`config.mk`:
```
export PLATFORM = sky130hd
export DESIGN_NAME = clock_timekeeper
export DESIGN_NICKNAME = d
export VERILOG_FILES = /design/src/rtl/clock_timekeeper_pkg.sv /design/src/rtl/clock_timekeeper_bcd_mod_counter.sv /design/src/rtl/clock_timekeeper.sv
export SDC_FILE = /design/constraint.sdc
export NUM_CORES = 1
export LEC_CHECK = 0
export ABC_AREA = 1
export CAP_MARGIN = 10
export CORE_AREA = 2 2 85 119
export DETAILED_ROUTE_END_ITERATION = 10
export DIE_AREA = 0 0 87 121
export GPL_TIMING_DRIVEN = 0
export PLACE_DENSITY = 0.62
export SLEW_MARGIN = 15
export SYNTH_ARGS = -nofsm -noshare
export SYNTH_HDL_FRONTEND = slang
export SYNTH_SLANG_ARGS = --single-unit
export TNS_END_PERCENT = 50
```
`constraint.sdc`:
```
create_clock -name clk -period 2.7 [get_ports clk]
set_clock_uncertainty 0.2 [all_clocks]
set_input_delay 0.405 -clock clk [delete_from_list [all_inputs] [get_ports clk]]
set_output_delay 0.405 -clock clk [all_outputs]
set_load 0.01 [all_outputs]
```
`src/rtl/clock_timekeeper_pkg.sv`:
```
// Shared definitions for the clock timekeeper: FSM state encoding, BCD
// limit constants and the 24 h -> 12 h display conversion helper.
package clock_timekeeper_pkg;

   typedef enum logic [1:0] {
      ST_RUN      = 2'd0,
      ST_SET_HOUR = 2'd1,
      ST_SET_MIN  = 2'd2
   } state_t;

   localparam logic [7:0] SEC_MAX  = 8'h59;
   localparam logic [7:0] MIN_MAX  = 8'h59;
   localparam logic [7:0] HOUR_MAX = 8'h23;

   // Converts an internal BCD hour 00..23 into {pm, 12 h BCD hour 01..12}.
   function automatic logic [8:0] hour_to_12h(input logic [7:0] hour_bcd);
      logic [4:0] bin;
      logic [4:0] h12;
      logic [4:0] ones5;
      logic       pm;
      bin = ({1'b0, hour_bcd[7:4]} * 5'd10) + {1'b0, hour_bcd[3:0]};
      pm  = (bin >= 5'd12);
      if (bin == 5'd0) begin
         h12 = 5'd12;
      end else if (bin > 5'd12) begin
         h12 = bin - 5'd12;
      end else begin
         h12 = bin;
      end
      if (h12 >= 5'd10) begin
         ones5 = h12 - 5'd10;
         return {pm, 4'h1, ones5[3:0]};
      end else begin
         return {pm, 4'h0, h12[3:0]};
      end
   endfunction

endpackage

```
`src/rtl/clock_timekeeper_bcd_mod_counter.sv`:
```
// Two-digit BCD counter wrapping from MAX to 00. Clear has priority over
// increment; carry flags the increment that performs the wrap.
module bcd_mod_counter
   import clock_timekeeper_pkg::*;
#(
   parameter logic [7:0] MAX = SEC_MAX
) (
   input  logic       clk,
   input  logic       resetn,
   input  logic       clr,
   input  logic       inc,
   output logic [3:0] tens,
   output logic [3:0] ones,
   output logic       carry
);

   logic [7:0] value_r;
   logic [7:0] value_next_s;
   logic       at_max_s;

   assign at_max_s = (value_r == MAX);
   assign carry    = inc && !clr && at_max_s;
   assign tens     = value_r[7:4];
   assign ones     = value_r[3:0];

   // Next BCD value: clear, wrap at MAX, decimal carry from ones to tens.
   always_comb begin
      value_next_s = value_r;
      if (clr) begin
         value_next_s = 8'h00;
      end else if (inc) begin
         if (at_max_s) begin
            value_next_s = 8'h00;
         end else if (value_r[3:0] == 4'd9) begin
            value_next_s = {value_r[7:4] + 4'd1, 4'd0};
         end else begin
            value_next_s = {value_r[7:4], value_r[3:0] + 4'd1};
         end
      end else begin
         value_next_s = value_r;
      end
   end

   // Counter register.
   always_ff @(posedge clk or negedge resetn) begin
      if (!resetn) begin
         value_r <= 8'h00;
      end else begin
         value_r <= value_next_s;
      end
   end

endmodule

```
`src/rtl/clock_timekeeper.sv`:
```
// Real-time clock core: prescaler, hh:mm:ss BCD counters, RUN/SET FSM and a
// registered packed display word. Optional build macro CLOCK_HOUR12_EN
// selects a 12 h displayed hour with a PM flag in data[27].
module clock_timekeeper #(
   parameter int CLK_HZ = 50_000_000
) (
   input  logic        clk,
   input  logic        resetn,
   input  logic        mode_pulse,
   input  logic        inc_pulse,
   output logic [31:0] data,
   output logic        sec_tick,
   output logic [1:0]  mode
);
   import clock_timekeeper_pkg::*;

   localparam int              PW      = (CLK_HZ > 1) ? $clog2(CLK_HZ) : 1;
   localparam logic [PW-1:0]   PRE_MAX = PW'(CLK_HZ - 1);

   state_t          state_r;
   state_t          next_state_s;
   logic [PW-1:0]   prescaler_r;
   logic            tick_s;
   logic            enter_set_s;
   logic            set_inc_s;
   logic            min_inc_s;
   logic            hour_inc_s;
   logic            sec_carry_s;
   logic            min_carry_s;
   logic            hour_carry_s;
   logic [3:0]      sec_t_s, sec_o_s, min_t_s, min_o_s, hour_t_s, hour_o_s;
   logic [7:0]      disp_hour_s;
   logic            pm_s;
   logic [31:0]     data_r;
   logic            sec_tick_r;

   // A second only elapses in RUN; a simultaneous mode_pulse leaves RUN instead.
   assign tick_s      = (state_r == ST_RUN) && !mode_pulse && (prescaler_r == PRE_MAX);
   assign enter_set_s = (state_r == ST_RUN) && mode_pulse;
   assign set_inc_s   = inc_pulse && !mode_pulse;
   assign min_inc_s   = sec_carry_s || ((state_r == ST_SET_MIN) && set_inc_s);
   assign hour_inc_s  = (sec_carry_s && min_carry_s) || ((state_r == ST_SET_HOUR) && set_inc_s);

   // Mode FSM next state: mode_pulse cycles RUN -> SET_HOUR -> SET_MIN -> RUN.
   always_comb begin
      next_state_s = state_r;
      case (state_r)
         ST_RUN:      if (mode_pulse) next_state_s = ST_SET_HOUR; else next_state_s = ST_RUN;
         ST_SET_HOUR: if (mode_pulse) next_state_s = ST_SET_MIN;  else next_state_s = ST_SET_HOUR;
         ST_SET_MIN:  if (mode_pulse) next_state_s = ST_RUN;      else next_state_s = ST_SET_MIN;
         default:     next_state_s = ST_RUN;
      endcase
   end

   // Mode FSM state register.
   always_ff @(posedge clk or negedge resetn) begin
      if (!resetn) begin
         state_r <= ST_RUN;
      end else begin
         state_r <= next_state_s;
      end
   end

   // Prescaler: held at 0 outside RUN (also on the edge back into RUN).
   always_ff @(posedge clk or negedge resetn) begin
      if (!resetn) begin
         prescaler_r <= '0;
      end else if ((state_r != ST_RUN) || mode_pulse || tick_s) begin
         prescaler_r <= '0;
      end else begin
         prescaler_r <= prescaler_r + 1'b1;
      end
   end

   bcd_mod_counter #(.MAX(SEC_MAX)) u_sec (
      .clk(clk), .resetn(resetn), .clr(enter_set_s), .inc(tick_s),
      .tens(sec_t_s), .ones(sec_o_s), .carry(sec_carry_s)
   );

   bcd_mod_counter #(.MAX(MIN_MAX)) u_min (
      .clk(clk), .resetn(resetn), .clr(1'b0), .inc(min_inc_s),
      .tens(min_t_s), .ones(min_o_s), .carry(min_carry_s)
   );

   bcd_mod_counter #(.MAX(HOUR_MAX)) u_hour (
      .clk(clk), .resetn(resetn), .clr(1'b0), .inc(hour_inc_s),
      .tens(hour_t_s), .ones(hour_o_s), .carry(hour_carry_s)
   );

   // Displayed hour: internal 24 h value, or 12 h value plus PM flag.
   always_comb begin
      disp_hour_s = {hour_t_s, hour_o_s};
      pm_s        = 1'b0;
`ifdef CLOCK_HOUR12_EN
      {pm_s, disp_hour_s} = hour_to_12h({hour_t_s, hour_o_s});
`else
      disp_hour_s = {hour_t_s, hour_o_s};
      pm_s        = 1'b0;
`endif
   end

   // Registered outputs: display word and second tick, one cycle behind state.
   always_ff @(posedge clk or negedge resetn) begin
      if (!resetn) begin
         data_r     <= 32'h0000_0000;
         sec_tick_r <= 1'b0;
      end else begin
         data_r     <= {4'h0, pm_s, 1'b0, state_r, disp_hour_s,
                        min_t_s, min_o_s, sec_t_s, sec_o_s};
         sec_tick_r <= tick_s;
      end
   end

   assign data     = data_r;
   assign sec_tick = sec_tick_r;
   assign mode     = state_r;

endmodule

```
==> results.md, run 1 <==
* Post-Syn Area at 0.003711 mm2
* Tmin final at 2009 ps
* Worst skew pair latency at 330 ps
* Initial DRC Count at 104
* Max IR drop VDD at 0.4457 mV
* Sequential share of power at 0.437
* Syn Area/Cell at 9.209 um2
* RSZ-0062 raised after global routing: no
* Met3 wire length at 206 um
* Final non-filler cell total at 568
* Vias at 2,761
* Yosys top cell area share at 0.5327
* Critical Path Sink Type: flip-flop
* Vias per Instance at 4.861
* Compound-Gate Fraction of Synth Area at 0.05968
* Die X at 87 um
* Multi-input logic area at 0.001505 mm2
* Main combinational cell family by area after synthesis: simple AND/OR/NAND/NOR gates
* Number of cell rows at 42
* Cell area power density at 752.0 mW/mm2
* M1 wire length at 3104 um
* CP max stage delay at 360 ps
* Top Metal Used: met4
* Depth of the CTS H-tree at 3
* Layout cells sized above 1 at 0.1157
* Fillers at 882
* Critical path data required time at 2720 ps
* Clock share of power at 0.354
* Ports at 39
* Root Buffer: clkbuf_16
* Number of synthesized register bits at 79
* Crit Path Category: reg2reg
* Met2 WL post-DR at 3733 um
* CP cell instances: ha_1, nand3_1, nor2_1, nand2_1, nor2_4, inv_1, nand2_2, buf_4, nor3_1
* Final Wtd Congestion at 0.7914
* CTS Buf Count at 9
* Vias in the first global route at 2,709
* Total Routed Length at 7164 um
* Post-route cell area at 0.004523 mm2
* Arrival time worst endpoint at 2020 ps
* Core Region at 0.009407 mm2
* Post-Synth Simple-Gate Area at 0.2653
* Max clock buf depth at 2
* Post-DP HPWL at 5155 um
* Startpoint Class: flip-flop
* Comb pwr share at 0.209
* Most frequent cells in the layout: dfrtp_1 (79), nand2_1 (68), nor2_1 (50)
* Clock transition at the registers of the reported paths at 60 ps
* Leading cell type in the layout, fill and taps excluded: dfrtp_1
* Clk sinks at 79
* Final slew viol count at 0
* Die Y at 121 um
* Yosys warning count at 0
* Area grow syn2layout at 21.88%
* Crit path max fanout at 10
* CTS tree: built
* Max-Cap Viols at 0
* Register area share after synthesis at 0.5327
* First-pass GRT wire length at 12,420 um
* Drt pass-1 iters at 4
* Xor and xnor fraction of the mapped netlist area at 0.03068
* Worst setup margin at 690.8 ps
* Grt ovf at 0
* Routed length per instance at 12.61 um
* Post-Syn Instances at 403
* Largest net degree at the start of global routing at 51
* Initial antenna violation count at 0
* Fmax at 497.7 MHz
* Final Cycle Share at 0.7442
* Antenna cells at 0
* Power consumption at 3.401 mW
* Synth Area in Adders at 0.04383
* Yosys cell types at 35
* Postcts setup bufs at 0
* Nets at 470
* Ranking of synthesized cells by area: dfrtp_1 (53%), nand2_1 (6.9%), nor2_1 (5.1%)
* Storage element area at 0.001977 mm2
* Leak pwr at 2.118 nW
* Final setup viols at 0
* Total GRT Usage at 0.1510
* Final TNS setup at 0 ps
* Status: complete, no violations
* DP Cell Count at 551
* Mux cell area share after synthesis at 0
* Antenna Violating Nets Remaining at 0
* I/O Buffers at 32
* P_sw at 0.9865 mW
* DP Worst Slack at 474.3 ps
* Hold Fails Final Rpt at 0
* DRC Markers at 0
* Placed cell areas at 0.004213 mm2
* HP Class: reg2reg
* Yosys top cell by area: dfrtp_1
* P_int at 2.415 mW
* Crit-path slowest cell: dfrtp_1
* Sw frac at 0.2900
* Initial Util at 0.3945
* Die area at 0.01053 mm2
==> through the flow <==
step           hold WS, ps    util
3_5_place_dp         171.8  0.4479
2_1_floorplan       -90.59       -
5_1_grt              229.4  0.4808
4_1_cts              206.1  0.4808
6_report             204.1  0.4808
3_3_place_gp         191.4  0.4452
==> power groups by stage <==
stage	combinational, mW	sequential [mW]	clock, mW
2_1_floorplan	0.369	1.52	0
3_3_place_gp	0.691	1.51	0
3_5_place_dp	0.717	1.51	0
4_1_cts	0.722	1.49	1.24
5_1_grt	0.795	1.52	1.29
6_report	0.710	1.49	1.21
==> sequential cells by signal (all words and copies together), names as in the netlist <==
register        flops
u_hour.value_r      8
mode                2
u_sec.value_r       8
u_min.value_r       8
data               26
prescaler_r        26
sec_tick            1
==> repair_timing <==
action | 4_1_cts | 5_1_grt
setup endpoints to repair | 0 | 0
gates resized for setup | 0 | 0
hold buffers | 1 | 0
hold endpoints to repair | 29 | 0
==> worst paths after layout <==
check / startpoint / to / slack, ps / cells after the start
max: prescaler_r[0] / prescaler_r[15] / 690 / 9
min in group asynchronous: resetn / data[3] / 350 / 2
max in group asynchronous: resetn / prescaler_r[2] / 1380 / 3
min: u_sec.value_r[1] / data[1] / 200 / 0
max reg2reg: prescaler_r[0] / prescaler_r[15] / 690 / 9
min reg2reg: u_sec.value_r[1] / data[1] / 200 / 0
==> synthesized netlist by cell type (all sizes together) <==
master and count:
dfrtp 79, nand2 74, nor2 58, inv 47, nand3 32, nor3 19, o21ai 15, a21oi 13
ha 13, nand4 11, xor2 11, buf 9, nor3b 5, o21a 4, or2 3, xnor2 2
a21o 1, a31oi 1, a41oi 1, conb 1, nand3b 1, nor4 1, o211ai 1, o22ai 1
==> cell families after synthesis <==
family,after synthesis
flops,79
compound gates,37
xor+xnor,13
buf+inv,56
fa+ha+maj,13
simple gates,204
other cells,1
==> critical path, delay by kind of cell (launching register included) <==
family | cells | cell delay, ps
adders and majority gates | 1 | 190
DFF | 1 | 360
and+or+nand+nor | 6 | 830
buffers and inverters | 2 | 320
==> layer usage <==
| metal | global-route usage | vias to the layer above |
|---|---|---|
| li1 | - | 1388 |
| met1 | 0.1790 | 1336 |
| met2 | 0.2538 | 30 |
| met3 | 0.04218 | 7 |
| met4 | 0.06250 | 0 |
| met5 | 0 | - |
==> final cells by class <==
class / count / share of cell area
Sequential cell: 79 / 0.4371
Multi-Input combinational cell: 273 / 0.3328
Timing Repair Buffer: 34 / 0.07856
Clock buffer: 11 / 0.05367
Inverter: 47 / 0.03900
Tap cell: 110 / 0.03043
Buffer: 9 / 0.01577
Clock inverter: 5 / 0.01272
Power figures use the tool's default switching activity.
==> run 2: changes to the inputs <==
- clock period: 2.7 -> 1.9 ns (I/O delays scaled with it)
==> run 2 against run 1 <==
Net effect:
- the run now ends with negative setup slack left
- non-clock buffer count grew 6
- final area grew 6.5%
- total power grew 48%
- critical path type unchanged
==> results.md, run 2 (synthesized netlist as in run 1, its figures left out) <==
* Sw frac at 0.2976 (was 0.2900)
* Vias per Instance at 4.897 (was 4.861)
* Comb pwr share at 0.239 (was 0.209)
* Power consumption at 5.049 mW (was 3.401 mW)
* Clock share of power at 0.341 (was 0.354)
* Largest net degree at the start of global routing at 51 (unchanged)
* Fillers at 857 (was 882)
* Nets at 476 (was 470)
* Die Y at 121 um (unchanged)
* First-pass GRT wire length at 12,650 um (was 12,420 um)
* Most frequent cells in the layout: dfrtp_1 (78), nand2_1 (56), inv_1 (45) (was dfrtp_1 (79), nand2_1 (68), nor2_1 (50))
* Initial DRC Count at 96 (was 104)
* Max-Cap Viols at 0 (unchanged)
* RSZ-0062 raised after global routing: yes (was no)
* Root Buffer: clkbuf_16 (unchanged)
* Tmin final at 1903 ps (was 2009 ps)
* P_sw at 1.503 mW (was 0.9865 mW)
* Initial Util at 0.3945 (unchanged)
* DRC Markers at 0 (unchanged)
* Storage element area at 0.001978 mm2 (was 0.001977 mm2)
* Total Routed Length at 7510 um (was 7164 um)
* Final Wtd Congestion at 0.7914 (unchanged)
* Hold Fails Final Rpt at 0 (unchanged)
* Crit path max fanout at 8 (was 10)
* Layout cells sized above 1 at 0.1897 (was 0.1157)
* Sequential share of power at 0.421 (was 0.437)
* Final setup viols at 7 (was 0)
* Leading cell type in the layout, fill and taps excluded: dfrtp_1 (unchanged)
* Final slew viol count at 0 (unchanged)
* Fmax at 525.4 MHz (was 497.7 MHz)
* CTS tree: built (unchanged)
* Number of cell rows at 42 (unchanged)
* Critical path data required time at 1920 ps (was 2720 ps)
* Max IR drop VDD at 0.6527 mV (was 0.4457 mV)
* Multi-input logic area at 0.001692 mm2 (was 0.001505 mm2)
* Worst skew pair latency at 330 ps (about the same)
* Vias in the first global route at 2,759 (was 2,709)
* Status: complete, but fails checks (was complete, no violations)
* Antenna Violating Nets Remaining at 0 (unchanged)
* Ports at 39 (unchanged)
* Grt ovf at 0 (unchanged)
* Area grow syn2layout at 29.77% (was 21.88%)
* Drt pass-1 iters at 4 (unchanged)
* Final Cycle Share at 1.002 (was 0.7442)
* Cell area power density at 1049 mW/mm2 (was 752.0 mW/mm2)
* Total GRT Usage at 0.1536 (was 0.1510)
* Post-DP HPWL at 5155 um (unchanged)
* CTS Buf Count at 9 (unchanged)
* Leak pwr at 2.230 nW (was 2.118 nW)
* I/O Buffers at 32 (unchanged)
* Critical Path Sink Type: flip-flop (unchanged)
* Crit Path Category: reg2reg (unchanged)
* Die X at 87 um (unchanged)
* Arrival time worst endpoint at 1920 ps (was 2020 ps)
* P_int at 3.547 mW (was 2.415 mW)
* Clk sinks at 79 (unchanged)
* Max clock buf depth at 2 (unchanged)
* Antenna cells at 0 (unchanged)
* Clock transition at the registers of the reported paths at 60 ps (about the same)
* DP Cell Count at 551 (unchanged)
* Core Region at 0.009407 mm2 (unchanged)
* Die area at 0.01053 mm2 (unchanged)
* Vias at 2,811 (was 2,761)
* Worst setup margin at -3.443 ps (was 690.8 ps)
* Failing checks: negative setup slack
* Startpoint Class: flip-flop (unchanged)
* Depth of the CTS H-tree at 3 (unchanged)
* Hold_ws at 204.2 ps (was 204.1 ps)
* Routed length per instance at 13.08 um (was 12.61 um)
* Final non-filler cell total at 574 (was 568)
* HP Class: reg2reg (unchanged)
* Initial antenna violation count at 0 (unchanged)
==> run 2: changes by cell type in the layout (fill, tap and decap cells not counted), moves of 4 or more <==
cell,delta
o21ai_0,-4
nand2_1,-12
nor2_4,+5
nor2_1,-6
nand3_1,-4
nand2_2,+7
==> run 2: critical path, cell delays in order (launching register included) <==
cell,delay (ps)
dfrtp_1,410
ha_4,170
nand3_4,110
nor2_2,110
nand2_2,70
nor2_4,210
buf_4,170
inv_4,40
nand2_8,90
clkbuf_16,160
nor3b_1,40
==> run 2: timing repair <==
item                       4_1_cts  5_1_grt
pin swaps                        4       14
buffers inserted                 1        3
gates cloned                     0        2
resized for setup               14       43
hold endpoints to repair        29        0
setup endpoints to repair       42       47
hold buffers                     1        0
==> run 2: final cells by class <==
type                    count  share of cell area
clock buffers              11             0.05040
inverters                  47             0.03715
flip-flops and latches     79              0.4108
repair buffers             40             0.09119
plain buffers               9             0.01871
clock inverters             5             0.01195
well taps                 110             0.02858
multi-input cells         273              0.3513
==> run 2: layer usage <==
| layer | vias up | global-route usage | routed length (um) |
|---|---|---|---|
| met4 | 0 | 0.06152 | 113 |
| met3 | 7 | 0.04218 | 238 |
| li1 | 1402 | - | - |
| met2 | 36 | 0.2615 | 4021 |
| met5 | - | 0 | 0 |
| met1 | 1366 | 0.1804 | 3137 |
==> run 2: through the flow <==
step	worst slack, ps	util	TNS [ps]	area [um2]
6_report	-3.443	0.5120	-10.46	4816
5_1_grt	-101.0	0.5120	-2928	4816
4_1_cts	1.295	0.4892	0	4602
3_5_place_dp	-205.7	0.4479	-3717	4213
3_3_place_gp	-2448	0.4452	-195470	4188
2_1_floorplan	173.1	-	0	3730
==> run 2: power groups by stage <==
stage / clock (mW) / sequential, mW / combinational (mW)
final: 1.72 / 2.12 / 1.21
after floorplan: 0 / 2.16 / 0.525
after detailed placement: 0 / 2.15 / 1.02
after CTS: 1.77 / 2.13 / 1.07
after global placement: 0 / 2.14 / 0.983
after global routing: 1.84 / 2.16 / 1.33
==> run 2: worst paths after layout <==
kind / startpoint / end / slack, ps / cells after the start
worst max-delay path: prescaler_r[0] / prescaler_r[14] / -3 / 10
worst min-delay path: u_sec.value_r[7] / data[7] / 200 / 0
worst max register to register: prescaler_r[0] / prescaler_r[14] / -3 / 10
worst min register to register: u_sec.value_r[7] / data[7] / 200 / 0
max in group asynchronous: resetn / prescaler_r[10] / 690 / 3
min in group asynchronous: resetn / data[3] / 230 / 2
==> run 3: changes to the inputs <==
- CORE_AREA: 2 2 85 119 -> 3 3 102 143
- DIE_AREA: 0 0 87 121 -> 0 0 105 146
- PLACE_DENSITY: 0.62 -> 0.47
==> run 3 against run 2 <==
Net effect:
- the flow now finishes without violations
- sequential power barely moved
- first-iteration DRC count is 25% lower
- final area up 1.9%
- worst setup slack improved by 53 ps
- wire length up 7.7%
- hold slack better by 6.1 ps
- count of clock-buffer cells in the layout unchanged
- via count rose by 2.0%
- total power rose by 2.3%
- clock power grew 9%
- sequential share of layout area shrank 0.67 points
- cell count is 12% higher
- critical path type unchanged
==> results.md, run 3 (synthesized netlist as in run 1, its figures left out) <==
* Final TNS setup at 0 ps (was -10.46 ps)
* Largest net degree at the start of global routing at 55 (was 51)
* Initial antenna violation count at 0 (unchanged)
* Root Buffer: clkbuf_16 (unchanged)
* Worst skew pair latency at 340 ps (was 330 ps)
* Placed cell areas at 0.004303 mm2 (was 0.004213 mm2)
* Number of cell rows at 50 (was 42)
* Antenna Violating Nets Remaining at 0 (unchanged)
* Grt ovf at 0 (unchanged)
* Max-Cap Viols at 0 (unchanged)
* Die area at 0.01533 mm2 (was 0.01053 mm2)
* Max IR drop VDD at 0.4204 mV (was 0.6527 mV)
* Routed length per instance at 12.55 um (was 13.08 um)
* Gr busiest metal: met2 (unchanged)
* Vias at 2,868 (was 2,811)
* Hold Fails Final Rpt at 0 (unchanged)
* Core Region at 0.01339 mm2 (was 0.009407 mm2)
* Tmin final at 1850 ps (was 1903 ps)
* Final setup viols at 0 (was 7)
* Leading cell type in the layout, fill and taps excluded: dfrtp_1 (unchanged)
* Total GRT Usage at 0.1123 (was 0.1536)
* Total Routed Length at 8092 um (was 7510 um)
* Clk sinks at 79 (unchanged)
* DP Cell Count at 623 (was 551)
* Antenna cells at 0 (unchanged)
* Vias per Instance at 4.447 (was 4.897)
* DRC Markers at 0 (unchanged)
* Clock transition at the registers of the reported paths at 60 ps (about the same)
* Initial DRC Count at 72 (was 96)
* Crit path max fanout at 8 (unchanged)
* Status: complete, no violations (was complete, but fails checks)
* Post-DP HPWL at 5765 um (was 5155 um)
* Area grow syn2layout at 32.27% (was 29.77%)
* Hold_ws at 210.3 ps (was 204.2 ps)
* Max clock buf depth at 2 (unchanged)
* CTS Buf Count at 9 (unchanged)
* Power consumption at 5.163 mW (was 5.049 mW)
* Die X at 105 um (was 87 um)
* CTS tree: built (unchanged)
* Crit-path slowest cell: dfrtp_1 (unchanged)
* CP cell instances: ha_4, nand3_4, nor2_4, nand2_2, nor2_4, nand3_2, nand2_4, nand2_8, nand2_2, o21ai_2 (was ha_4, nand3_4, nor2_2, nand2_2, nor2_4, buf_4, inv_4, nand2_8, clkbuf_16, nor3b_1)
* RSZ-0062 raised after global routing: yes (unchanged)
* Final non-filler cell total at 645 (was 574)
* First-pass GRT wire length at 14,030 um (was 12,650 um)
* Ports at 39 (unchanged)
* Most frequent cells in the layout: dfrtp_1 (74), nand2_1 (59), inv_1 (46) (was dfrtp_1 (78), nand2_1 (56), inv_1 (45))
* HP Class: in2async (was reg2reg)
* CP max stage delay at 400 ps (was 410 ps)
* Final slew viol count at 0 (unchanged)
* Final Wtd Congestion at 0.8054 (was 0.7914)
* Nets at 475 (was 476)
* Fmax at 540.5 MHz (was 525.4 MHz)
* Critical Path Sink Type: flip-flop (unchanged)
* Layout cells sized above 1 at 0.1901 (was 0.1897)
* Met1 GRT Util at 0.1342 (was 0.1804)
* Critical path data required time at 1930 ps (was 1920 ps)
* Vias in the first global route at 2,948 (was 2,759)
* Leak pwr at 2.212 nW (was 2.230 nW)
* Final Cycle Share at 0.9738 (was 1.002)
* Initial Util at 0.2772 (was 0.3945)
* Startpoint Class: flip-flop (unchanged)
* GRT met2 Usage at 0.1902 (was 0.2615)
* Fillers at 1,388 (was 857)
* I/O Buffers at 32 (unchanged)
* Reg2reg setup slack at 50 ps (was -3 ps)
* Cell area power density at 1052 mW/mm2 (was 1049 mW/mm2)
* Met3 Usage GRT at 0.02663 (was 0.04218)
* Arrival time worst endpoint at 1880 ps (was 1920 ps)
* Drt pass-1 iters at 4 (unchanged)
* Crit Path Category: reg2reg (unchanged)
* Depth of the CTS H-tree at 3 (unchanged)
* Die Y at 146 um (was 121 um)
* Post-route cell area at 0.004908 mm2 (was 0.004816 mm2)
==> run 3: cell count changes in the layout (fill, tap and decap cells not counted), moves of 2 or more <==
cell,change
buf_6,+2
buf_8,-2
dfrtp_1,-4
dfrtp_2,+4
nand2_1,+3
nand2_2,-5
nand2_4,+3
nand3_1,-4
nand3_2,+4
nor2_2,-2
o21ai_2,-2
==> run 3: worst paths after layout <==
check                                   endpoint  cells after the start             start
worst max register to register  u_min.value_r[5]                     10    prescaler_r[1]
worst min register to register           data[7]                      0  u_sec.value_r[7]
worst max-delay path            u_min.value_r[5]                     10    prescaler_r[1]
min in group clk                         data[7]                      0  u_sec.value_r[7]
worst min-delay path                     data[7]                      2            resetn
max in group asynchronous        prescaler_r[10]                      3            resetn
==> run 3: repair_timing <==
item,CTS,global route
endpoints found under the setup margin,42,50
gates resized for setup,15,42
pin swaps,4,13
gates cloned,0,2
buffers inserted,0,3
endpoints found under the hold margin,25,0
hold buffers,1,0
==> run 3: per-stage QoR <==
| stage | worst slack (ps) | utilization |
|---|---|---|
| after floorplan | 173.1 | - |
| after global placement | -2688 | 0.3195 |
| after detailed placement | -217.8 | 0.3214 |
| after CTS | -10.14 | 0.3520 |
| after global routing | -66.58 | 0.3666 |
| final | 49.80 | 0.3666 |
==> run 3: layer usage <==
layer	routed length [um]	share of wire
met5	0	0
met4	145	0.018
met3	339	0.042
met2	4132	0.51
met1	3475	0.43
==> run 3: layout make-up <==
| class | count | area (um2) | share of cell area |
|---|---|---|---|
| multi-input combinational | 273 | 1700 | 0.3464 |
| buffer | 9 | 82.58 | 0.01682 |
| tap | 182 | 227.7 | 0.04639 |
| clock buffer | 11 | 242.7 | 0.04945 |
| timing repair buffer | 39 | 414.1 | 0.08437 |
| sequential | 79 | 1983 | 0.4040 |
| clock inverter | 5 | 81.33 | 0.01657 |
| inverter | 47 | 176.4 | 0.03594 |
==> run 3: power by group <==
group,total [mW],internal [mW],switching [mW]
Combinational,1.15,0.541,0.608
Clock,1.87,1.19,0.680
Sequential,2.15,1.92,0.229
==> run 3: worst max-delay path: cells and delay by family (launching register included) <==
kind                       cells  cell delay, ps
AOI/OAI and AO/OA              1              50
adders and majority gates      1             170
and+or+nand+nor                8             920
DFF                            1             400
